## src/rtl/rfg_tmr_pkg.sv

```systemverilog
// Shared types and helpers for the TMR register-file byte front end.
package rfg_tmr_pkg;

    typedef enum logic [1:0] {
        IDLE      = 2'd0,
        WR_DATA   = 2'd1,
        WR_COMMIT = 2'd2,
        RD_DATA   = 2'd3
    } seq_state_t;

    localparam int HDR_WRITE_BIT = 7;
    localparam int HDR_ADDR_MSB  = 6;

    function automatic int nbytes(input int width);
        return (width + 7) / 8;
    endfunction

endpackage

```

## src/rtl/rfg_byte_shifter.sv

```systemverilog
// Byte-wide shift register: assembles LSB-first bytes in, or serialises a loaded word out.
module rfg_byte_shifter
    import rfg_tmr_pkg::*;
#(
    parameter int WIDTH = 8
) (
    input  logic             clk,
    input  logic             res,
    input  logic             clear,
    input  logic             load,
    input  logic [WIDTH-1:0] load_value,
    input  logic             shift_in,
    input  logic [7:0]       in_byte,
    input  logic             shift_out,
    output logic [WIDTH-1:0] value,
    output logic [WIDTH-1:0] value_next,
    output logic [7:0]       out_byte,
    output logic             last
);
    localparam int NB = nbytes(WIDTH);
    localparam int PW = NB * 8;
    localparam int CW = (NB > 1) ? $clog2(NB) : 1;

    logic [PW-1:0] data;
    logic [PW-1:0] data_in_next;
    logic [PW-1:0] load_ext;
    logic [CW-1:0] count;

    // New bytes enter at the top so that after NB shifts byte 0 sits in bits [7:0].
    always_comb begin
        data_in_next = data >> 8;
        data_in_next[PW-1 -: 8] = in_byte;
    end

    always_comb begin
        load_ext = '0;
        load_ext[WIDTH-1:0] = load_value;
    end

    always_ff @(posedge clk) begin
        if (res) begin
            data  <= '0;
            count <= '0;
        end else if (clear) begin
            data  <= '0;
            count <= '0;
        end else if (load) begin
            data  <= load_ext;
            count <= '0;
        end else if (shift_in) begin
            data  <= data_in_next;
            count <= last ? '0 : count + 1'b1;
        end else if (shift_out) begin
            data  <= data >> 8;
            count <= last ? '0 : count + 1'b1;
        end
    end

    assign value      = data[WIDTH-1:0];
    assign value_next = data_in_next[WIDTH-1:0];
    assign out_byte   = data[7:0];
    assign last       = (count == CW'(NB - 1));

endmodule

```

## src/rtl/rfg_tmr_write_sequencer.sv

```systemverilog
// Byte-stream command front end for the TMR register bank: header decode,
// write assembly with a one-cycle strobe, and serialised read responses.
//
//   state     | meaning
//   ----------+------------------------------------------------
//   IDLE      | waiting for a header byte
//   WR_DATA   | collecting NBYTES write data bytes, LSB first
//   WR_COMMIT | one cycle: write strobe or address error
//   RD_DATA   | streaming the sampled register value out
module rfg_tmr_write_sequencer
    import rfg_tmr_pkg::*;
#(
    parameter int               NREGS     = 16,
    parameter int               WIDTH     = 8,
    parameter logic [WIDTH-1:0] RESET_VAL = '0
) (
    input  logic                   clk,
    input  logic                   res,
    input  logic [7:0]             in_data,
    input  logic                   in_valid,
    output logic                   in_ready,
    output logic [7:0]             out_data,
    output logic                   out_valid,
    input  logic                   out_ready,
    output logic [WIDTH-1:0]       reg_write_value,
    output logic [NREGS-1:0]       reg_write,
    input  logic [NREGS*WIDTH-1:0] reg_read_values,
    output logic                   err_addr
);
    localparam int AW = HDR_ADDR_MSB + 1;

    seq_state_t state;
    seq_state_t state_nxt;

    logic [AW-1:0]    addr;
    logic [AW-1:0]    hdr_addr;
    logic             hdr_write;
    logic             hdr_hit;
    logic             addr_hit;
    logic             hdr_fire;
    logic             wr_fire;
    logic             rd_fire;
    logic [NREGS-1:0] wr_onehot;
    logic [WIDTH-1:0] rd_sel;

    logic             wr_last;
    logic [WIDTH-1:0] wr_value;
    logic [WIDTH-1:0] wr_value_next;
    logic [7:0]       wr_out_byte;
    logic             rd_last;
    logic [WIDTH-1:0] rd_value;
    logic [WIDTH-1:0] rd_value_next;
    logic [7:0]       rd_out_byte;
    logic             unused_bits;

    assign hdr_addr  = in_data[HDR_ADDR_MSB:0];
    assign hdr_write = in_data[HDR_WRITE_BIT];
    assign hdr_hit   = int'(hdr_addr) < NREGS;
    assign addr_hit  = int'(addr) < NREGS;
    assign hdr_fire  = (state == IDLE) && in_valid;
    assign wr_fire   = (state == WR_DATA) && in_valid;
    assign rd_fire   = out_valid && out_ready;

    always_comb begin
        wr_onehot = '0;
        for (int i = 0; i < NREGS; i++) begin
            wr_onehot[i] = (addr == AW'(i));
        end
    end

    // Out-of-range read addresses fall through to zero.
    always_comb begin
        rd_sel = '0;
        for (int i = 0; i < NREGS; i++) begin
            if (hdr_addr == AW'(i)) begin
                rd_sel = reg_read_values[i*WIDTH +: WIDTH];
            end
        end
    end

    rfg_byte_shifter #(.WIDTH(WIDTH)) u_wr_shifter (
        .clk        (clk),
        .res        (res),
        .clear      (hdr_fire),
        .load       (1'b0),
        .load_value ('0),
        .shift_in   (wr_fire),
        .in_byte    (in_data),
        .shift_out  (1'b0),
        .value      (wr_value),
        .value_next (wr_value_next),
        .out_byte   (wr_out_byte),
        .last       (wr_last)
    );

    rfg_byte_shifter #(.WIDTH(WIDTH)) u_rd_shifter (
        .clk        (clk),
        .res        (res),
        .clear      (1'b0),
        .load       (hdr_fire && !hdr_write),
        .load_value (rd_sel),
        .shift_in   (1'b0),
        .in_byte    (8'h00),
        .shift_out  (rd_fire),
        .value      (rd_value),
        .value_next (rd_value_next),
        .out_byte   (rd_out_byte),
        .last       (rd_last)
    );

    assign unused_bits = ^{wr_value, wr_out_byte, rd_value, rd_value_next};

    always_ff @(posedge clk) begin
        if (res) begin
            state <= IDLE;
        end else begin
            state <= state_nxt;
        end
    end

    always_comb begin
        state_nxt = state;
        in_ready  = 1'b0;
        unique case (state)
            IDLE: begin
                in_ready = 1'b1;
                if (in_valid) begin
                    state_nxt = hdr_write ? WR_DATA : RD_DATA;
                end
            end
            WR_DATA: begin
                in_ready = 1'b1;
                if (in_valid && wr_last) begin
                    state_nxt = WR_COMMIT;
                end
            end
            WR_COMMIT: state_nxt = IDLE;
            RD_DATA: begin
                if (out_ready && rd_last) begin
                    state_nxt = IDLE;
                end
            end
            default: state_nxt = IDLE;
        endcase
    end

    // Strobe, error and value are registered on the last data byte so they
    // appear exactly during WR_COMMIT.
    always_ff @(posedge clk) begin
        if (res) begin
            addr            <= '0;
            reg_write_value <= RESET_VAL;
            reg_write       <= '0;
            err_addr        <= 1'b0;
            out_valid       <= 1'b0;
        end else begin
            reg_write <= '0;
            err_addr  <= 1'b0;
            if (hdr_fire) begin
                addr <= hdr_addr;
                if (!hdr_write) begin
                    out_valid <= 1'b1;
                    err_addr  <= !hdr_hit;
                end
            end
            if (wr_fire && wr_last) begin
                if (addr_hit) begin
                    reg_write       <= wr_onehot;
                    reg_write_value <= wr_value_next;
                end else begin
                    err_addr <= 1'b1;
                end
            end
            if (rd_fire && rd_last) begin
                out_valid <= 1'b0;
            end
        end
    end

    assign out_data = rd_out_byte;

endmodule

```

## config.mk

```make
export PLATFORM = sky130hd
export DESIGN_NAME = rfg_tmr_write_sequencer
export DESIGN_NICKNAME = d
export VERILOG_FILES = /design/src/rtl/rfg_tmr_pkg.sv /design/src/rtl/rfg_byte_shifter.sv /design/src/rtl/rfg_tmr_write_sequencer.sv
export SDC_FILE = /design/constraint.sdc
export NUM_CORES = 1
export LEC_CHECK = 0
export CAP_MARGIN = 20
export CORE_MARGIN = 2
export CORE_UTILIZATION = 38
export DETAILED_ROUTE_END_ITERATION = 10
export PLACE_DENSITY = 0.82
export SLEW_MARGIN = 10
export SYNTH_ARGS = -nofsm -noshare
export SYNTH_HDL_FRONTEND = slang
export SYNTH_SLANG_ARGS = --single-unit
```

## constraint.sdc

```tcl
create_clock -name clk -period 2.4 [get_ports clk]
set_clock_uncertainty 0.15 [all_clocks]
set_input_delay 0.24 -clock clk [delete_from_list [all_inputs] [get_ports clk]]
set_output_delay 0.24 -clock clk [all_outputs]
set_load 0.01 [all_outputs]
```

==> results of run 1 <==
-- power groups by stage --
stage                     clock network, W  logic (W)  registers [W]
after floorplan                          0   0.000247       0.000768
after global placement                   0   0.000582       0.000770
after detailed placement                 0   0.000587       0.000770
after CTS                         0.000674   0.000590       0.000754
after global routing              0.000697   0.000635       0.000757
final                             0.000660   0.000592       0.000754
-- cell families after synthesis --
group / count (synthesis) / share of synthesized area (%)
and+or+nand+nor: 126 / 22.0
AOI/OAI and AO/OA: 99 / 23.8
DFF: 43 / 30.0
muxes: 39 / 17.8
buffers and inverters: 32 / 6.07
xor gates and xnor gates: 1 / 0.306
-- worst max-delay path: stages --
cell and delay (ns):
clkdlybuf4s50_1 0.50, or3_1 0.50, buf_4 0.19, nor2_1 0.21, a311oi_1 0.15, a221oi_1 0.30, a21o_1 0.11
-- state kept, by name (all words and copies together), names as in the netlist --
name	cells
err_addr	1
u_rd_shifter.out_byte	8
state	2
reg_write	16
addr	7
out_valid	1
reg_write_value	8
-- synthesized netlist by cell type (3+ instances only) --
master	count	share of area, %
buf_6	4	1.6
nand3_1	5	0.87
a2bb2oi_1	7	2.1
nor2_1	49	6.4
nor3_1	9	1.6
inv_1	6	0.79
o21a_1	3	0.79
nand2b_1	11	2.4
o22a_1	3	0.92
a221oi_1	3	0.92
nand3b_1	6	1.6
nor2b_1	9	2.0
mux2_2	5	2.0
a21oi_1	19	3.3
mux4_2	9	7.1
a32oi_1	4	1.2
mux2i_1	25	8.7
o21ai_1	7	1.2
buf_2	10	1.7
o21ai_0	15	2.6
a22oi_1	4	1.0
o22ai_1	5	1.1
nand2_1	24	3.1
a211o_1	3	0.92
o211ai_1	3	0.79
clkbuf_1	7	0.92
or4b_1	3	1.0
buf_4	3	0.79
dfxtp_1	43	30
-- metrics by stage --
stage	cell area (µm²)	setup slack (ns)	power (W)	utilization (%)	cells
3_3_place_gp	4810	0.0415	0.00135	65.9	612
2_1_floorplan	2870	0.529	0.00101	-	340
5_1_grt	4940	0.108	0.00209	67.8	620
4_1_cts	4940	0.296	0.00202	67.8	620
3_5_place_dp	4810	-0.00722	0.00136	65.9	612
6_report	4940	0.293	0.00201	67.8	620
-- area by class of cell --
cell class / instances / share of cell area, %
clock buffers: 5 / 1.39
clock inverters: 3 / 1.37
inverters: 6 / 0.455
multi-input cells: 265 / 37.0
flip-flops and latches: 43 / 17.4
well taps: 99 / 2.51
repair buffers: 199 / 39.8
-- routing by layer --
metal	track usage, %	share of wire, %
met2	47.5	50
met1	34.0	41
met3	4.92	6.4
met4	7.58	2.3
met5	0	0
-- how the worst max path moves through the flow --
stage | from | to | slack, ns | cells past startpoint
final | in_data[5] | u_rd_shifter.out_byte[6] | 0.29 | 7
after global routing | in_data[5] | u_rd_shifter.out_byte[6] | 0.11 | 7
after CTS | in_data[5] | u_rd_shifter.out_byte[6] | 0.30 | 7
after detailed placement | in_data[5] | u_rd_shifter.out_byte[6] | -0.007 | 7
after global placement | in_data[5] | u_rd_shifter.out_byte[3] | 0.04 | 6
after floorplan | in_data[5] | u_rd_shifter.out_byte[3] | 0.53 | 7
==> load_flow_metrics.sql, run 1 <==
INSERT INTO impl_metrics (metric_group, metric, value, unit) VALUES
('run_status', 'status', 'complete, no violations', ''),
('synth', 'synth.avg_cell_area', '8.43', 'µm²'),
('die', 'die_width', '90.9', 'µm'),
('global_route', 'grt_first_pass_wirelength', '17900', 'µm'),
('detailed_routing', 'dr_total_vias', '3414', ''),
('power', 'p_leak', '1.85', 'nW'),
('power', 'power_frac_clock', '32.9', '%'),
('die', 'coreArea', '7290', 'µm²'),
('detailed_routing', 'detail_route.vias_per_cell', '5.51', ''),
('power', 'p_int', '0.00151', 'W'),
('global_route', 'grt_antenna_before_repair', '0', ''),
('power', 'pwr-share-comb', '29.5', '%'),
('final_layout', 'final_cell_mix', '172 x clkdlybuf4s50_1, 49 x nor2_1, 43 x dfxtp_1, 25 x mux2i_1, 24 x nand2_1', ''),
('detailed_routing', 'drt.antenna.violating_nets', '0', ''),
('final_layout', 'fin_nets', '660', ''),
('final_layout', 'drive_gt1_share', '10.4', '%'),
('cts', 'cts_inserted_buffers', '5', ''),
('cts', 'ctsResizeCount', '0', ''),
('cts', 'tritoncts', 'built', ''),
('sta', 'hold_viol_final', '0', ''),
('detailed_routing', 'detail_route.iter0.violations', '179', ''),
('cts', 'ctsHoldBuffers', '0', ''),
('min_path', 'tightest_hold_check_type', 'register to register', ''),
('detailed_routing', 'routed_wl', '11200', 'µm'),
('sta', 'finalCriticalPeriod', '2.11', 'ns'),
('final_layout', 'fill_cells', '603', ''),
('power', 'power.share.switching', '24.6', '%'),
('detailed_routing', 'detailedRoute.firstPassIterationCount', '4', ''),
('cts', 'cts_post_setup_buffers_inserted', '0', ''),
('global_route', 'vias_in_the_first_global_route', '3454', ''),
('sta', 'rsz_0062_raised_after_global_routing', 'false', ''),
('flow_run', 'max_cap_violations', '0', ''),
('synth', 'netlist_instances', '340', ''),
('cts', 'clkTransAtPathRegs', '0.08', 'ns'),
('power', 'ir_worst_vdd', '226', 'µV'),
('sta', 'fin_crit_sh', '87.8', '%'),
('power', 'pwr_density_cell', '406', 'nW/µm²'),
('cts', 'clock_latency_late_sink', '0.29', 'ns'),
('worst_setup_path', 'cp_max_fo', '6', ''),
('sta', 'setup_tns', '0', 'ns'),
('sta', 'worst_margin_pin_slew', '0.690', 'ns'),
('min_path', 'hold_end', 'u_rd_shifter.out_byte[6]', ''),
('sta', 'setup_viol', '0', ''),
('worst_setup_path', 'reg2reg_depth', '6', ''),
('min_path', 'timing.hold.worst_path_depth', '1', ''),
('worst_setup_path', 'worst_setup_path_start_kind', 'primary input', ''),
('placement', 'half_perimeter_wire_length_of_the_detailed_placement_result', '9200', 'µm'),
('synth', 'postSynth.asyncResetShare', '0', '%'),
('synth', 'edff_count_synth', '0', ''),
('min_path', 'min-delay-start', 'u_rd_shifter.out_byte[6]', ''),
('die', 'die_y', '90.9', 'µm'),
('cts', 'cts-root-to-sink-buffers', '2', ''),
('placement', 'numPortBuffers', '174', ''),
('detailed_routing', 'post-route-drc-count', '0', ''),
('cts', 'cts_htree_levels', '2', ''),
('detailed_routing', 'wire_per_inst', '18.1', 'µm'),
('sta', 'maximum_achievable_frequency', '475', 'MHz'),
('die', 'initial_core_util', '39.3', '%'),
('die', 'fp.dieArea', '8250', 'µm²'),
('final_layout', 'syn2layout_area_growth', '72.5', '%'),
('synth', 'post_syn_area', '2870', 'µm²'),
('worst_setup_path', 'timing.critical_path.required', '2.49', 'ns'),
('final_layout', 'area.sequential', '861', 'µm²'),
('cts', 'cts_sinks', '43', ''),
('final_layout', 'layout_commonest_cell', 'clkdlybuf4s50_1', ''),
('worst_setup_path', 'r2r_setup_slack', '0.44', 'ns'),
('worst_setup_path', 'regToRegEndpoint', 'u_rd_shifter.out_byte[0]', ''),
('synth', 'synthDistinctLibCells', '56', ''),
('global_route', 'global_route.usage.total', '27.1', '%'),
('sta', 'max_slew_margin_vs_limit', '52.8', '%'),
('worst_setup_path', 'end_kind', 'register', '');
No activity file was read; power rests on OpenSTA's default activity.
==> run 2, diff against run 1 <==
- CORE_UTILIZATION: 38 -> 40
- PLACE_DENSITY: 0.82 -> 0.79
- SYNTH_HIERARCHICAL: default -> 1
==> run 2 against run 1 <==
Effect of this change:
- clock power down 30%
- synthesized cell count up 5.3%
- worst hold slack better by 0.028 ns
- first-iteration DRC count up 15%
- critical endpoint is now u_rd_shifter/out_byte[2]
==> load_flow_metrics.sql, run 2 <==
INSERT INTO impl_metrics (metric_group, metric, value, unit) VALUES
('run_status', 'status', 'complete, no violations', ''),
('cts', 'cts-root-to-sink-buffers', '2', ''),
('synth', 'netlist_instances', '358', ''),
('final_layout', 'antenna-diode-count', '0', ''),
('detailed_routing', 'routed_wl', '10200', 'µm'),
('worst_setup_path', 'worst_setup_path_start_kind', 'primary input', ''),
('die', 'die_width', '91.0', 'µm'),
('detailed_routing', 'detail_route.iter0.violations', '206', ''),
('final_layout', 'postLayoutCoreUtil', '67.9', '%'),
('die', 'fp_rows', '31', ''),
('power', 'power.total', '0.00185', 'W'),
('sta', 'slew_violations', '0', ''),
('placement', 'half_perimeter_wire_length_of_the_detailed_placement_result', '8590', 'µm'),
('final_layout', 'fin_nets', '678', ''),
('placement', 'pre_cts_ws', '-0.0479', 'ns'),
('global_route', 'grt_first_pass_wirelength', '16500', 'µm'),
('synth', 'synth.yosys.warnings', '6', ''),
('detailed_routing', 'drt.antenna.violating_nets', '0', ''),
('final_layout', 'syn2layout_area_growth', '63.5', '%'),
('global_route', 'grt.met3_usage', '4.81', '%'),
('worst_setup_path', 'cp_max_fo', '7', ''),
('die', 'coreArea', '7290', 'µm²'),
('detailed_routing', 'detailedRoute.firstPassIterationCount', '5', ''),
('worst_setup_path', 'path_cells', 'clkdlybuf4s50_1 > buf_4 > nand2b_1 > a211oi_1 > a2111oi_0 > o21ai_1 > a21oi_1 > nor2_1 > nor3_1', ''),
('detailed_routing', 'post-route-drc-count', '0', ''),
('die', 'io-pin-count', '175', ''),
('sta', 'max_slew_margin_vs_limit', '64.2', '%'),
('cts', 'clock_latency_late_sink', '0.30', 'ns'),
('cts', 'tritoncts', 'built', ''),
('global_route', 'grt_max_degree', '35', ''),
('worst_setup_path', 'critPathMaxStageDelay', '0.58', 'ns'),
('final_layout', 'max_ffs_per_register', '16', ''),
('cts', 'cts_sinks', '43', ''),
('sta', 'setup_viol', '0', ''),
('placement', 'place.gp.congestion', '0.881', ''),
('sta', 'fin_ws', '0.202', 'ns'),
('sta', 'fin_crit_sh', '91.6', '%'),
('cts', 'ctsHoldBuffers', '0', ''),
('cts', 'cts_post_setup_buffers_inserted', '0', ''),
('power', 'p_leak', '1.89', 'nW'),
('flow_run', 'max_cap_violations', '0', ''),
('cts', 'cts_inserted_buffers', '5', ''),
('sta', 'maximum_achievable_frequency', '455', 'MHz'),
('global_route', 'gr-usage-met1', '30.2', '%'),
('worst_setup_path', 'cp.arrival', '2.27', 'ns'),
('global_route', 'global_route.usage.total', '24.5', '%'),
('global_route', 'grt_overflow', '0', ''),
('cts', 'cts_htree_levels', '2', ''),
('sta', 'hold_viol_final', '0', ''),
('worst_setup_path', 'r2r_setup_slack', '0.51', 'ns'),
('synth', 'synth.avg_cell_area', '8.45', 'µm²'),
('power', 'pwr_density_cell', '374', 'nW/µm²'),
('worst_setup_path', 'path_class', 'primary input to register', ''),
('global_route', 'grt_antenna_before_repair', '0', ''),
('die', 'fp.dieArea', '8280', 'µm²'),
('power', 'ir_worst_vdd', '196', 'µV'),
('die', 'die_y', '91.0', 'µm'),
('global_route', 'grt.busiest_layer', 'met2', ''),
('placement', 'post-place-cells', '630', ''),
('worst_setup_path', 'timing.critical_path.required', '2.47', 'ns'),
('final_layout', 'final_cell_mix', '172 x clkdlybuf4s50_1, 46 x nor2_1, 43 x dfxtp_1, 36 x mux2i_1, 25 x a21oi_1', ''),
('final_layout', 'stdcell_count', '638', ''),
('worst_setup_path', 'critPathSlowestCell', 'clkdlybuf4s50_1', ''),
('cts', 'ctsResizeCount', '0', ''),
('placement', 'numPortBuffers', '174', ''),
('worst_setup_path', 'end_kind', 'register', ''),
('final_layout', 'largest_register', 'reg_write', ''),
('sta', 'finalHoldWorstSlack', '0.355', 'ns'),
('detailed_routing', 'dr_total_vias', '3395', ''),
('final_layout', 'layout_commonest_cell', 'clkdlybuf4s50_1', ''),
('detailed_routing', 'detail_route.vias_per_cell', '5.32', ''),
('sta', 'finalCriticalPeriod', '2.20', 'ns'),
('sta', 'rsz_0062_raised_after_global_routing', 'false', ''),
('detailed_routing', 'wire_per_inst', '16.0', 'µm'),
('global_route', 'vias_in_the_first_global_route', '3391', ''),
('cts', 'clkTransAtPathRegs', '0.08', 'ns'),
('final_layout', 'drive_gt1_share', '10.0', '%'),
('min_path', 'tightest_hold_check_type', 'register to register', ''),
('die', 'initial_core_util', '41.5', '%'),
('sta', 'worst_margin_pin_slew', '0.524', 'ns'),
('global_route', 'global_route.usage.met2', '43.6', '%'),
('synth', 'post_syn_area', '3030', 'µm²'),
('cts', 'clockRootBuffer', 'clkbuf_8', '');
-- run 2: path summary, 6_finish.rpt --
| kind | start | endpoint | cells past startpoint |
|---|---|---|---|
| min | reg_write_value[7] | reg_write_value[7] | 2 |
| min reg2reg | reg_write_value[7] | reg_write_value[7] | 2 |
| max | in_data[2] | u_rd_shifter/out_byte[2] | 9 |
| max reg2reg | state[0] | u_rd_shifter/out_byte[7] | 6 |
-- run 2: cell type report --
type                            count  area, µm²
Fill cell                         634       2340
Multi-Input combinational cell    283       1920
Timing Repair Buffer              197       1920
Sequential cell                    43        861
Tap cell                           99        124
Clock buffer                        5       68.8
Inverter                            8       30.0
Clock inverter                      3       23.8
-- run 2: per-stage QoR --
stage	instance area [µm²]	setup TNS, ns
after CTS	4950	0
after floorplan	3060	0
after global routing	4950	0
final	4950	0
after global placement	4860	-0.0670
after detailed placement	4860	-0.128
-- run 2: critical path, delay by kind of cell --
family	cells	cell delay (ns)
AO/OA/AOI/OAI	4	0.82
buffers and inverters	2	0.78
AND/OR/NAND/NOR	3	0.42
-- run 2: routing by layer --
metal	up-vias	part of all wire, %
met4	0	1.7
met2	160	51
met5	-	0
met1	1546	40
met3	15	7.8
li1	1674	-
-- run 2: report_power, final --
| group | leakage (nW) | total, W | switching (W) | internal [W] |
|---|---|---|---|---|
| Sequential | 0.349 | 0.000759 | 0.0000210 | 0.000738 |
| Combinational | 1.50 | 0.000625 | 0.000246 | 0.000379 |
| Clock | 0.0408 | 0.000465 | 0.000257 | 0.000208 |
| Total | 1.89 | 0.00185 | 0.000524 | 0.00133 |
==> run 3, diff against run 2 <==
- SLEW_MARGIN: 10 -> default
==> results of run 3 <==
The final DEF is identical to that of run 2; final timing and power are the same.
